--- src/rtl/periph_slave_buffer_if.sv ---
// Request/response bundle between a crossbar peripheral port, the slave buffer and its peripheral.
// Holds the crossbar request/grant/response group and the peripheral ready/valid group.
// slave is the buffer's view; master is the view of whatever drives both sides of it.
interface periph_slave_buffer_if #(
  parameter int ADDR_WIDTH = 32,
  parameter int DATA_WIDTH = 32,
  parameter int BE_WIDTH   = 4,
  parameter int ID_WIDTH   = 9
);
  // crossbar side
  logic                  req_i;
  logic [ADDR_WIDTH-1:0] add_i;
  logic                  wen_i;
  logic [DATA_WIDTH-1:0] wdata_i;
  logic [BE_WIDTH-1:0]   be_i;
  logic [ID_WIDTH-1:0]   id_i;
  logic                  gnt_o;
  logic                  r_valid_o;
  logic                  r_opc_o;
  logic [ID_WIDTH-1:0]   r_id_o;
  logic [DATA_WIDTH-1:0] r_rdata_o;
  // peripheral side
  logic                  per_req_o;
  logic [ADDR_WIDTH-1:0] per_add_o;
  logic                  per_we_o;
  logic [DATA_WIDTH-1:0] per_wdata_o;
  logic [BE_WIDTH-1:0]   per_be_o;
  logic                  per_ready_i;
  logic                  per_rvalid_i;
  logic [DATA_WIDTH-1:0] per_rdata_i;
  logic                  per_err_i;

  modport slave (
    input  req_i, add_i, wen_i, wdata_i, be_i, id_i,
    input  per_ready_i, per_rvalid_i, per_rdata_i, per_err_i,
    output gnt_o, r_valid_o, r_opc_o, r_id_o, r_rdata_o,
    output per_req_o, per_add_o, per_we_o, per_wdata_o, per_be_o
  );

  modport master (
    output req_i, add_i, wen_i, wdata_i, be_i, id_i,
    output per_ready_i, per_rvalid_i, per_rdata_i, per_err_i,
    input  gnt_o, r_valid_o, r_opc_o, r_id_o, r_rdata_o,
    input  per_req_o, per_add_o, per_we_o, per_wdata_o, per_be_o
  );
endinterface

--- src/rtl/periph_slave_buffer.sv ---
// Buffers crossbar requests in a DEPTH-entry FIFO and plays them one at a time to a peripheral.
// Latency: grant in cycle N -> per_req_o in N+1 -> r_valid_o in N+2 for a zero-wait peripheral.
// Backpressure: gnt_o drops while the FIFO is full (no same-cycle bypass); hung accesses time out.
module periph_slave_buffer #(
  parameter int ADDR_WIDTH     = 32,
  parameter int DATA_WIDTH     = 32,
  parameter int BE_WIDTH       = 4,
  parameter int ID_WIDTH       = 9,
  parameter int DEPTH          = 2,
  parameter int TIMEOUT_CYCLES = 255
) (
  input logic                  clk_i,
  input logic                  rst_i,
  periph_slave_buffer_if.slave bus
);
  localparam int PTR_W = (DEPTH > 1) ? $clog2(DEPTH) : 1;
  localparam int CNT_W = $clog2(DEPTH + 1);
  localparam int TMR_W = $clog2(TIMEOUT_CYCLES);
  localparam logic [31:0]           ERR_WORD = 32'hBADC_0FFE;
  localparam logic [DATA_WIDTH-1:0] ERR_DATA = DATA_WIDTH'(ERR_WORD);

  typedef struct packed {
    logic [ADDR_WIDTH-1:0] add;
    logic                  wen;
    logic [DATA_WIDTH-1:0] wdata;
    logic [BE_WIDTH-1:0]   be;
    logic [ID_WIDTH-1:0]   id;
  } req_t;

  typedef enum logic [1:0] {S_IDLE, S_ISSUE, S_WAIT, S_RESP} state_t;

  req_t                  mem [DEPTH];
  req_t                  head;
  req_t                  in_req;
  logic [PTR_W-1:0]      wr_ptr;
  logic [PTR_W-1:0]      rd_ptr;
  logic [CNT_W-1:0]      count;
  logic                  gnt;
  logic                  push;
  logic                  pop;
  logic                  more_work;
  logic                  timed_out;
  logic [DATA_WIDTH-1:0] ok_rdata;

  state_t                state;
  logic [TMR_W-1:0]      timer;
  logic                  per_req_q;
  logic                  r_valid_q;
  logic                  r_opc_q;
  logic [ID_WIDTH-1:0]   r_id_q;
  logic [DATA_WIDTH-1:0] r_rdata_q;

  function automatic logic [PTR_W-1:0] ptr_next(input logic [PTR_W-1:0] p);
    return (p == PTR_W'(DEPTH - 1)) ? '0 : p + PTR_W'(1);
  endfunction

  // A slot freed by this cycle's pop is not offered to this cycle's request.
  assign gnt  = bus.req_i & (count < CNT_W'(DEPTH)) & ~rst_i;
  assign push = bus.req_i & gnt;
  assign pop  = (state == S_RESP);

  assign in_req = '{add: bus.add_i, wen: bus.wen_i, wdata: bus.wdata_i,
                    be: bus.be_i, id: bus.id_i};
  assign head   = mem[rd_ptr];

  // After the current pop, is there something left (or arriving) to issue next?
  assign more_work = (count > CNT_W'(1)) | push;
  assign timed_out = (timer == TMR_W'(TIMEOUT_CYCLES - 1));
  // Writes return zero data; reads pass the peripheral data through.
  assign ok_rdata  = head.wen ? bus.per_rdata_i : '0;

  // Payload storage; entries are only meaningful between push and pop, so no reset.
  always_ff @(posedge clk_i) begin
    if (push) mem[wr_ptr] <= in_req;
  end

  // FIFO pointers and occupancy.
  always_ff @(posedge clk_i) begin
    if (rst_i) begin
      wr_ptr <= '0;
      rd_ptr <= '0;
      count  <= '0;
    end else begin
      if (push) wr_ptr <= ptr_next(wr_ptr);
      if (pop)  rd_ptr <= ptr_next(rd_ptr);
      count <= count + CNT_W'(push) - CNT_W'(pop);
    end
  end

  // Access sequencer: one outstanding access, timer covers ISSUE+WAIT, outputs registered.
  always_ff @(posedge clk_i) begin
    if (rst_i) begin
      state     <= S_IDLE;
      timer     <= '0;
      per_req_q <= 1'b0;
      r_valid_q <= 1'b0;
      r_opc_q   <= 1'b0;
      r_id_q    <= '0;
      r_rdata_q <= '0;
    end else begin
      r_valid_q <= 1'b0;
      r_opc_q   <= 1'b0;
      r_id_q    <= '0;
      r_rdata_q <= '0;
      case (state)
        S_IDLE: begin
          timer <= '0;
          if (push || count != '0) begin
            state     <= S_ISSUE;
            per_req_q <= 1'b1;
          end
        end
        S_ISSUE: begin
          if (bus.per_ready_i && bus.per_rvalid_i) begin
            state     <= S_RESP;
            per_req_q <= 1'b0;
            timer     <= '0;
            r_valid_q <= 1'b1;
            r_id_q    <= head.id;
            r_opc_q   <= bus.per_err_i;
            r_rdata_q <= ok_rdata;
          end else if (timed_out) begin
            state     <= S_RESP;
            per_req_q <= 1'b0;
            timer     <= '0;
            r_valid_q <= 1'b1;
            r_id_q    <= head.id;
            r_opc_q   <= 1'b1;
            r_rdata_q <= ERR_DATA;
          end else if (bus.per_ready_i) begin
            state     <= S_WAIT;
            per_req_q <= 1'b0;
            timer     <= timer + TMR_W'(1);
          end else begin
            timer <= timer + TMR_W'(1);
          end
        end
        S_WAIT: begin
          // A response landing in the timeout cycle still wins over the abort.
          if (bus.per_rvalid_i) begin
            state     <= S_RESP;
            timer     <= '0;
            r_valid_q <= 1'b1;
            r_id_q    <= head.id;
            r_opc_q   <= bus.per_err_i;
            r_rdata_q <= ok_rdata;
          end else if (timed_out) begin
            state     <= S_RESP;
            timer     <= '0;
            r_valid_q <= 1'b1;
            r_id_q    <= head.id;
            r_opc_q   <= 1'b1;
            r_rdata_q <= ERR_DATA;
          end else begin
            timer <= timer + TMR_W'(1);
          end
        end
        S_RESP: begin
          timer <= '0;
          if (more_work) begin
            state     <= S_ISSUE;
            per_req_q <= 1'b1;
          end else begin
            state <= S_IDLE;
          end
        end
        default: begin
          state     <= S_IDLE;
          per_req_q <= 1'b0;
          timer     <= '0;
        end
      endcase
    end
  end

  assign bus.gnt_o       = gnt;
  assign bus.r_valid_o   = r_valid_q;
  assign bus.r_opc_o     = r_opc_q;
  assign bus.r_id_o      = r_id_q;
  assign bus.r_rdata_o   = r_rdata_q;
  assign bus.per_req_o   = per_req_q;
  assign bus.per_add_o   = head.add;
  assign bus.per_we_o    = ~head.wen;
  assign bus.per_wdata_o = head.wdata;
  assign bus.per_be_o    = head.be;
endmodule

--- src/flat_wrapper.sv ---
// flat-port wrapper written by rule: the top's interface ports become plain ports
module periph_slave_buffer_flat 
#(
  parameter int ADDR_WIDTH     = 32,
  parameter int DATA_WIDTH     = 32,
  parameter int BE_WIDTH       = 4,
  parameter int ID_WIDTH       = 9,
  parameter int DEPTH          = 2,
  parameter int TIMEOUT_CYCLES = 255
)
  (clk_i, rst_i, bus_req_i, bus_add_i, bus_wen_i, bus_wdata_i, bus_be_i, bus_id_i, bus_per_ready_i, bus_per_rvalid_i, bus_per_rdata_i, bus_per_err_i, bus_gnt_o, bus_r_valid_o, bus_r_opc_o, bus_r_id_o, bus_r_rdata_o, bus_per_req_o, bus_per_add_o, bus_per_we_o, bus_per_wdata_o, bus_per_be_o);
  periph_slave_buffer_if #(.ADDR_WIDTH(ADDR_WIDTH), .DATA_WIDTH(DATA_WIDTH), .BE_WIDTH(BE_WIDTH), .ID_WIDTH(ID_WIDTH)) bus_i ();
  input logic clk_i;
  input logic rst_i;
  input wire logic [$bits(bus_i.req_i)-1:0] bus_req_i;
  input wire logic [$bits(bus_i.add_i)-1:0] bus_add_i;
  input wire logic [$bits(bus_i.wen_i)-1:0] bus_wen_i;
  input wire logic [$bits(bus_i.wdata_i)-1:0] bus_wdata_i;
  input wire logic [$bits(bus_i.be_i)-1:0] bus_be_i;
  input wire logic [$bits(bus_i.id_i)-1:0] bus_id_i;
  input wire logic [$bits(bus_i.per_ready_i)-1:0] bus_per_ready_i;
  input wire logic [$bits(bus_i.per_rvalid_i)-1:0] bus_per_rvalid_i;
  input wire logic [$bits(bus_i.per_rdata_i)-1:0] bus_per_rdata_i;
  input wire logic [$bits(bus_i.per_err_i)-1:0] bus_per_err_i;
  output wire logic [$bits(bus_i.gnt_o)-1:0] bus_gnt_o;
  output wire logic [$bits(bus_i.r_valid_o)-1:0] bus_r_valid_o;
  output wire logic [$bits(bus_i.r_opc_o)-1:0] bus_r_opc_o;
  output wire logic [$bits(bus_i.r_id_o)-1:0] bus_r_id_o;
  output wire logic [$bits(bus_i.r_rdata_o)-1:0] bus_r_rdata_o;
  output wire logic [$bits(bus_i.per_req_o)-1:0] bus_per_req_o;
  output wire logic [$bits(bus_i.per_add_o)-1:0] bus_per_add_o;
  output wire logic [$bits(bus_i.per_we_o)-1:0] bus_per_we_o;
  output wire logic [$bits(bus_i.per_wdata_o)-1:0] bus_per_wdata_o;
  output wire logic [$bits(bus_i.per_be_o)-1:0] bus_per_be_o;
  assign bus_i.req_i = bus_req_i;
  assign bus_i.add_i = bus_add_i;
  assign bus_i.wen_i = bus_wen_i;
  assign bus_i.wdata_i = bus_wdata_i;
  assign bus_i.be_i = bus_be_i;
  assign bus_i.id_i = bus_id_i;
  assign bus_i.per_ready_i = bus_per_ready_i;
  assign bus_i.per_rvalid_i = bus_per_rvalid_i;
  assign bus_i.per_rdata_i = bus_per_rdata_i;
  assign bus_i.per_err_i = bus_per_err_i;
  assign bus_gnt_o = bus_i.gnt_o;
  assign bus_r_valid_o = bus_i.r_valid_o;
  assign bus_r_opc_o = bus_i.r_opc_o;
  assign bus_r_id_o = bus_i.r_id_o;
  assign bus_r_rdata_o = bus_i.r_rdata_o;
  assign bus_per_req_o = bus_i.per_req_o;
  assign bus_per_add_o = bus_i.per_add_o;
  assign bus_per_we_o = bus_i.per_we_o;
  assign bus_per_wdata_o = bus_i.per_wdata_o;
  assign bus_per_be_o = bus_i.per_be_o;
  periph_slave_buffer #(.ADDR_WIDTH(ADDR_WIDTH), .DATA_WIDTH(DATA_WIDTH), .BE_WIDTH(BE_WIDTH), .ID_WIDTH(ID_WIDTH), .DEPTH(DEPTH), .TIMEOUT_CYCLES(TIMEOUT_CYCLES)) u_core (.clk_i(clk_i), .rst_i(rst_i), .bus(bus_i));
endmodule
--- config.mk ---
export PLATFORM = sky130hd
export DESIGN_NAME = periph_slave_buffer_flat
export DESIGN_NICKNAME = d
export VERILOG_FILES = /design/src/rtl/periph_slave_buffer_if.sv /design/src/rtl/periph_slave_buffer.sv /design/src/flat_wrapper.sv
export SDC_FILE = /design/constraint.sdc
export NUM_CORES = 1
export LEC_CHECK = 0
export ABC_AREA = 1
export BUFFER_PORTS_ARGS = -buffer_cell sky130_fd_sc_hd__buf_2
export CELL_PAD_IN_SITES_DETAIL_PLACEMENT = 1
export CELL_PAD_IN_SITES_GLOBAL_PLACEMENT = 1
export CORE_MARGIN = 3
export CORE_UTILIZATION = 35
export CTS_CLUSTER_SIZE = 20
export DETAILED_ROUTE_END_ITERATION = 8
export PLACE_DENSITY = 0.72
export SLEW_MARGIN = 5
export SYNTH_ARGS = -nofsm -noshare
export SYNTH_HDL_FRONTEND = slang
export SYNTH_SLANG_ARGS = --single-unit
--- constraint.sdc ---
create_clock -name clk_i -period 9.6 [get_ports clk_i]
set_clock_uncertainty 0.05 [all_clocks]
set_input_delay 0.48 -clock clk_i [delete_from_list [all_inputs] [get_ports clk_i]]
set_output_delay 0.48 -clock clk_i [all_outputs]
set_load 0.01 [all_outputs]
* After elaboration in Yosys (flattened, before gate mapping)
Memories as Yosys holds them, arrays and structs flattened. A register that Yosys moved wholly into a read port is not among the register bits. Cells that the tools add are included.
Cells by class: add/sub/neg operators 5, multipliers 0, div/mod/pow operators 0, order comparisons 2, equal/unequal tests 8, shift-type cells 0, muxes and demuxes 40, bitwise gates (word level) 6, reduce and logical (&&, ||, !) cells 8
Operator list (count):
- $mux 32 | 4
- $pmux 32 s2 | 1
- $mux 9 | 3
- $mux 8 | 3
- $pmux 8 s3 | 1
- $pmux 9 s2 | 1
- $mux 1 | 17
- $mux 2 | 6
- $add 8x1->8 const B | 1
- $eq 8x8->1 const B | 1
- $pmux 2 s4 | 1
- $eq 2x2->1 const B | 2
- $ne 4x2->1 const B | 1
- $pmux 1 s2 | 2
- $reduce_and 4->1 | 1
- $and 1x1->1 | 3
- $ne 3x2->1 const B | 1
- $pmux 1 s3 | 1
- $reduce_and 3->1 | 1
- $reduce_bool 3->1 | 1
- $add 1x1->1 const B | 2
- $add 2x1->2 | 1
- $eq 2x1->1 const B | 1
- $gt 2x1->1 const B | 1
- other kinds (11) | 12
Storage, ports and cells: register bits 58, latch bits 0, memory bits (writable) 156, memory bits (read-only) 0, input port bits 116, output and inout bits 114, logic and storage cells 80, memories kept 1
Memory list:
- u_core.mem | words 2, width 78, rd ports 1, clocked after memory_dff 1, wr ports 1, line periph_slave_buffer.sv:32 | req_t mem [DEPTH];

* Logic depth before layout (Yosys ltp)
word-level depth 7, gate-level depth with buffers 10, depth with buffers taken out 10

* Least setup slack after synthesis
OpenSTA, ideal clock, no wires.
path type input to register, start point input rst_i, end point memory u_core.mem[1][0] (netlist name) (enable), setup time 516 ps, arrival 4170 ps, data required time 9034 ps, setup slack 4864 ps, cell stages on the path 5, buffers on the path 0, cell sequence inv_2 -> nand2_1 -> nor2_1 -> inv_1 -> nor2_1
Between the ends: word-level cells in the longest chain between the ends 5
Ends and longest elaborated chain:
- from (decl) | line flat_wrapper.sv:14 | input logic rst_i;
- $not 1->1 | line periph_slave_buffer.sv:58 | assign gnt = bus.req_i & (count < CNT_W'(DEPTH)) & ~rst_i;
- $and 1x1->1 | line periph_slave_buffer.sv:58
- $and 1x1->1 | line periph_slave_buffer.sv:59 | assign push = bus.req_i & gnt;
- via u_core.push | line periph_slave_buffer.sv:39 | logic push;
- $mux 1 | line periph_slave_buffer.sv:74 | if (push) mem[wr_ptr] <= in_req;
- $mux 1 (not written as such) | line periph_slave_buffer.sv:74
- to (decl) | line periph_slave_buffer.sv:32
The timed path passes the listed nets, and every way through them passes these cells.

==> results.json <==
{
  "outcome": "finished, final reports clean",
  "syn_avg_cell_area_um2": 11.5,
  "num_vias": 5967,
  "grt_pass1_wl_um": 33500,
  "dr.first_iter.drc_count": 295,
  "cp.required_ps": 9070,
  "synth_area_um2": 8440,
  "start_util_pct": 35.7,
  "core-area_um2": 23600,
  "grt.total_usage_pct": 15.8,
  "crit_fanout": 79,
  "detail_route.vias_per_cell": 4.61,
  "switching_share_pct": 27.9,
  "p_seq_share_pct": 44.1,
  "clk_latency_ps": 500,
  "dp_hpwl_um": 13800,
  "synth.distinct_cells": 28,
  "io_pins": 230,
  "drt-wirelength-per-cell_um": 16.3,
  "crit_type": "register to output pin",
  "min_from": "bus_wdata_i[19]",
  "cp_data_arrival_time_ps": 2420,
  "post-cts-setup-buffer-count": 0,
  "r2r-start": "u_core.state[0]",
  "cap_violations": 0,
  "cts_hold_buf": 0,
  "dr.pass1.iters": 5,
  "tns_ps": 0,
  "ir_drop_mv": 0.0976,
  "synth_fp_nets": 858,
  "r2r_end": "u_core.bus.r_rdata_o[24]",
  "p_int_mw": 1.81,
  "nets": 1082,
  "drive_gt1_share_pct": 32.8,
  "die-area_um2": 26000,
  "hold_viol": 0,
  "wl_um": 21100,
  "die_width_um": 161,
  "worstMarginPinSlew_ps": 966,
  "postRouteAntennaNets": 0,
  "grt_overflow": 0,
  "start_kind": "register",
  "relSlewSlack_pct": 35.6,
  "fin_crit_sh_pct": 30.8,
  "regToRegSetupSlack_ps": 7300,
  "clockRootBuffer": "clkbuf_16",
  "p_per_area_nw_per_um2": 236,
  "syn_inst": 733,
  "antenna_cells": 0,
  "clockPowerShare_pct": 37.5,
  "setup_viol": 0,
  "cp-end-kind": "output pin",
  "cts_buffer_depth": 3,
  "syn_to_final_growth_pct": 26.2,
  "grt_antenna_before_repair": 2,
  "ys_ff_latch": 215,
  "holdWs_ps": 117,
  "holdPathStages": 1,
  "portBuffers": 229,
  "rsz0062_at_grt": "no",
  "pwr-share-comb_pct": 18.4,
  "min_to": "u_core.mem[0][32]",
  "h-tree-depth": 1,
  "fp.dieH_um": 161,
  "rr_worst_depth": 6,
  "hold_class": "primary input to register",
  "clock-sinks": 215,
  "path_clk_slew_ps": 60,
  "grt_max_degree": 80,
  "maxSlewViolCount": 0,
  "drc": 0,
  "leakage_nw": 4.47,
  "max_freq_ghz": 0.339,
  "tritoncts": "built",
  "grt_pass1_vias": 6302,
  "gp_congestion": 0.696,
  "synth_warnings": 0,
  "cts_buffers": 24,
  "synth_seq_area_share_pct": 69.5,
  "rows": 56,
  "switchingPower_uw": 701,
  "fin_crit_ps": 2950,
  "cts_resized": 0
}
worst max-delay path, stage by stage, from the launching register on:
cell and delay (ps):
dfxtp_4 970, inv_2 120, buf_4 380, nand2_1 150, nand2_1 90, buf_2 150
Yosys cell counts:
| master | count | area share, % |
|---|---|---|
| inv_2 | 6 | 0.27 |
| nand2_1 | 229 | 10 |
| buf_12 | 1 | 0.24 |
| edfxtp_1 | 156 | 56 |
| buf_6 | 2 | 0.27 |
| xor2_1 | 4 | 0.42 |
| a21oi_2 | 10 | 1.0 |
| dfxtp_1 | 59 | 14 |
| nor3b_1 | 11 | 0.98 |
| nand3_2 | 11 | 1.3 |
| nor2_1 | 28 | 1.2 |
| clkbuf_1 | 13 | 0.58 |
| o21ai_0 | 3 | 0.18 |
| mux2i_1 | 9 | 1.1 |
| buf_8 | 1 | 0.18 |
| nand2_8 | 1 | 0.24 |
| buf_2 | 19 | 1.1 |
| nand2_4 | 5 | 0.67 |
| o211ai_1 | 2 | 0.18 |
| o21ai_1 | 42 | 2.5 |
| ha_1 | 9 | 1.3 |
| inv_1 | 38 | 1.7 |
| nand2_2 | 5 | 0.37 |
| nor2_2 | 11 | 0.82 |
| a21oi_1 | 15 | 0.89 |
| buf_4 | 1 | 0.089 |
| nand3_1 | 38 | 2.3 |
| xnor2_1 | 4 | 0.42 |
power groups by stage:
stage	Combinational, mW	Clock, mW	Sequential [mW]
after global routing	0.522	1.01	1.12
after global placement	0.460	0	1.13
final	0.463	0.941	1.11
after floorplan	0.306	0	1.11
after CTS	0.472	0.970	1.11
after detailed placement	0.470	0	1.13
layout by cell type, fill, tap and decap left out, types with 11 or more instances in the layout:
cell type and instances:
clkbuf_16 25, nor3b_1 11, nand3_1 38, nand3_2 11, inv_1 38, nor2_1 26, dfxtp_1 58, edfxtp_1 156
buf_2 229, a21oi_1 15, nand2_1 229, nor2_2 11, o21ai_1 42
through the flow:
| step | worst slack, ps | cells | utilization [%] | cell area, um^2 | power (mW) |
|---|---|---|---|---|---|
| floorplan | 4860 | 733 | - | 8440 | 1.42 |
| global placement | 7120 | 1250 | 41.7 | 9840 | 1.59 |
| detailed placement | 7110 | 1250 | 41.7 | 9840 | 1.60 |
| CTS | 6550 | 1293 | 45.1 | 10700 | 2.55 |
| global route | 6430 | 1293 | 45.1 | 10700 | 2.65 |
| finish | 6650 | 1293 | 45.1 | 10700 | 2.51 |
state kept, by name, indices dropped and copies added (netlist names), named ones only:
| register | flops |
|---|---|
| u_core.bus.per_req_o | 1 |
| u_core.bus.r_id_o | 9 |
| u_core.bus.r_opc_o | 1 |
| u_core.bus.r_rdata_o | 32 |
| u_core.bus.r_valid_o | 1 |
| u_core.count | 2 |
| u_core.mem | 156 |
| u_core.rd_ptr | 1 |
| u_core.state | 2 |
| u_core.timer | 8 |
| u_core.wr_ptr | 1 |
cell type report:
cell class | count | area [um^2]
multi-input combinational | 437 | 2210
clock inverter | 7 | 138
sequential | 215 | 5870
tap | 319 | 399
timing repair buffer | 235 | 1190
clock buffer | 36 | 677
fill | 2666 | 13000
inverter | 44 | 165
worst max-delay path by stage:
stage	start	endpoint	slack, ps	cells past startpoint
floorplan	rst_i	u_core.mem[1][0]	4860	5
global placement	register	bus_per_add_o[19]	7120	5
detailed placement	register	bus_per_be_o[3]	7110	5
CTS	register	bus_per_add_o[29]	6550	5
global route	register	bus_per_add_o[19]	6430	5
finish	register	bus_per_add_o[19]	6650	5
cells by family after synthesis:
logic type | Yosys count | share of synthesized area, %
compound gates | 72 | 4.77
xor+xnor | 8 | 0.830
fa+ha+maj | 9 | 1.33
buf+inv | 81 | 4.43
flops | 215 | 69.5
mux | 9 | 1.07
simple gates | 339 | 18.1
metal layers:
layer	global-route usage, %	share of wire, %	up-vias
li1	-	-	2904
met5	0	0.16	-
met1	20.6	43	2853
met4	3.01	1.3	4
met3	4.26	7.9	21
met2	27.0	48	185
Power figures use the tool's default switching activity.
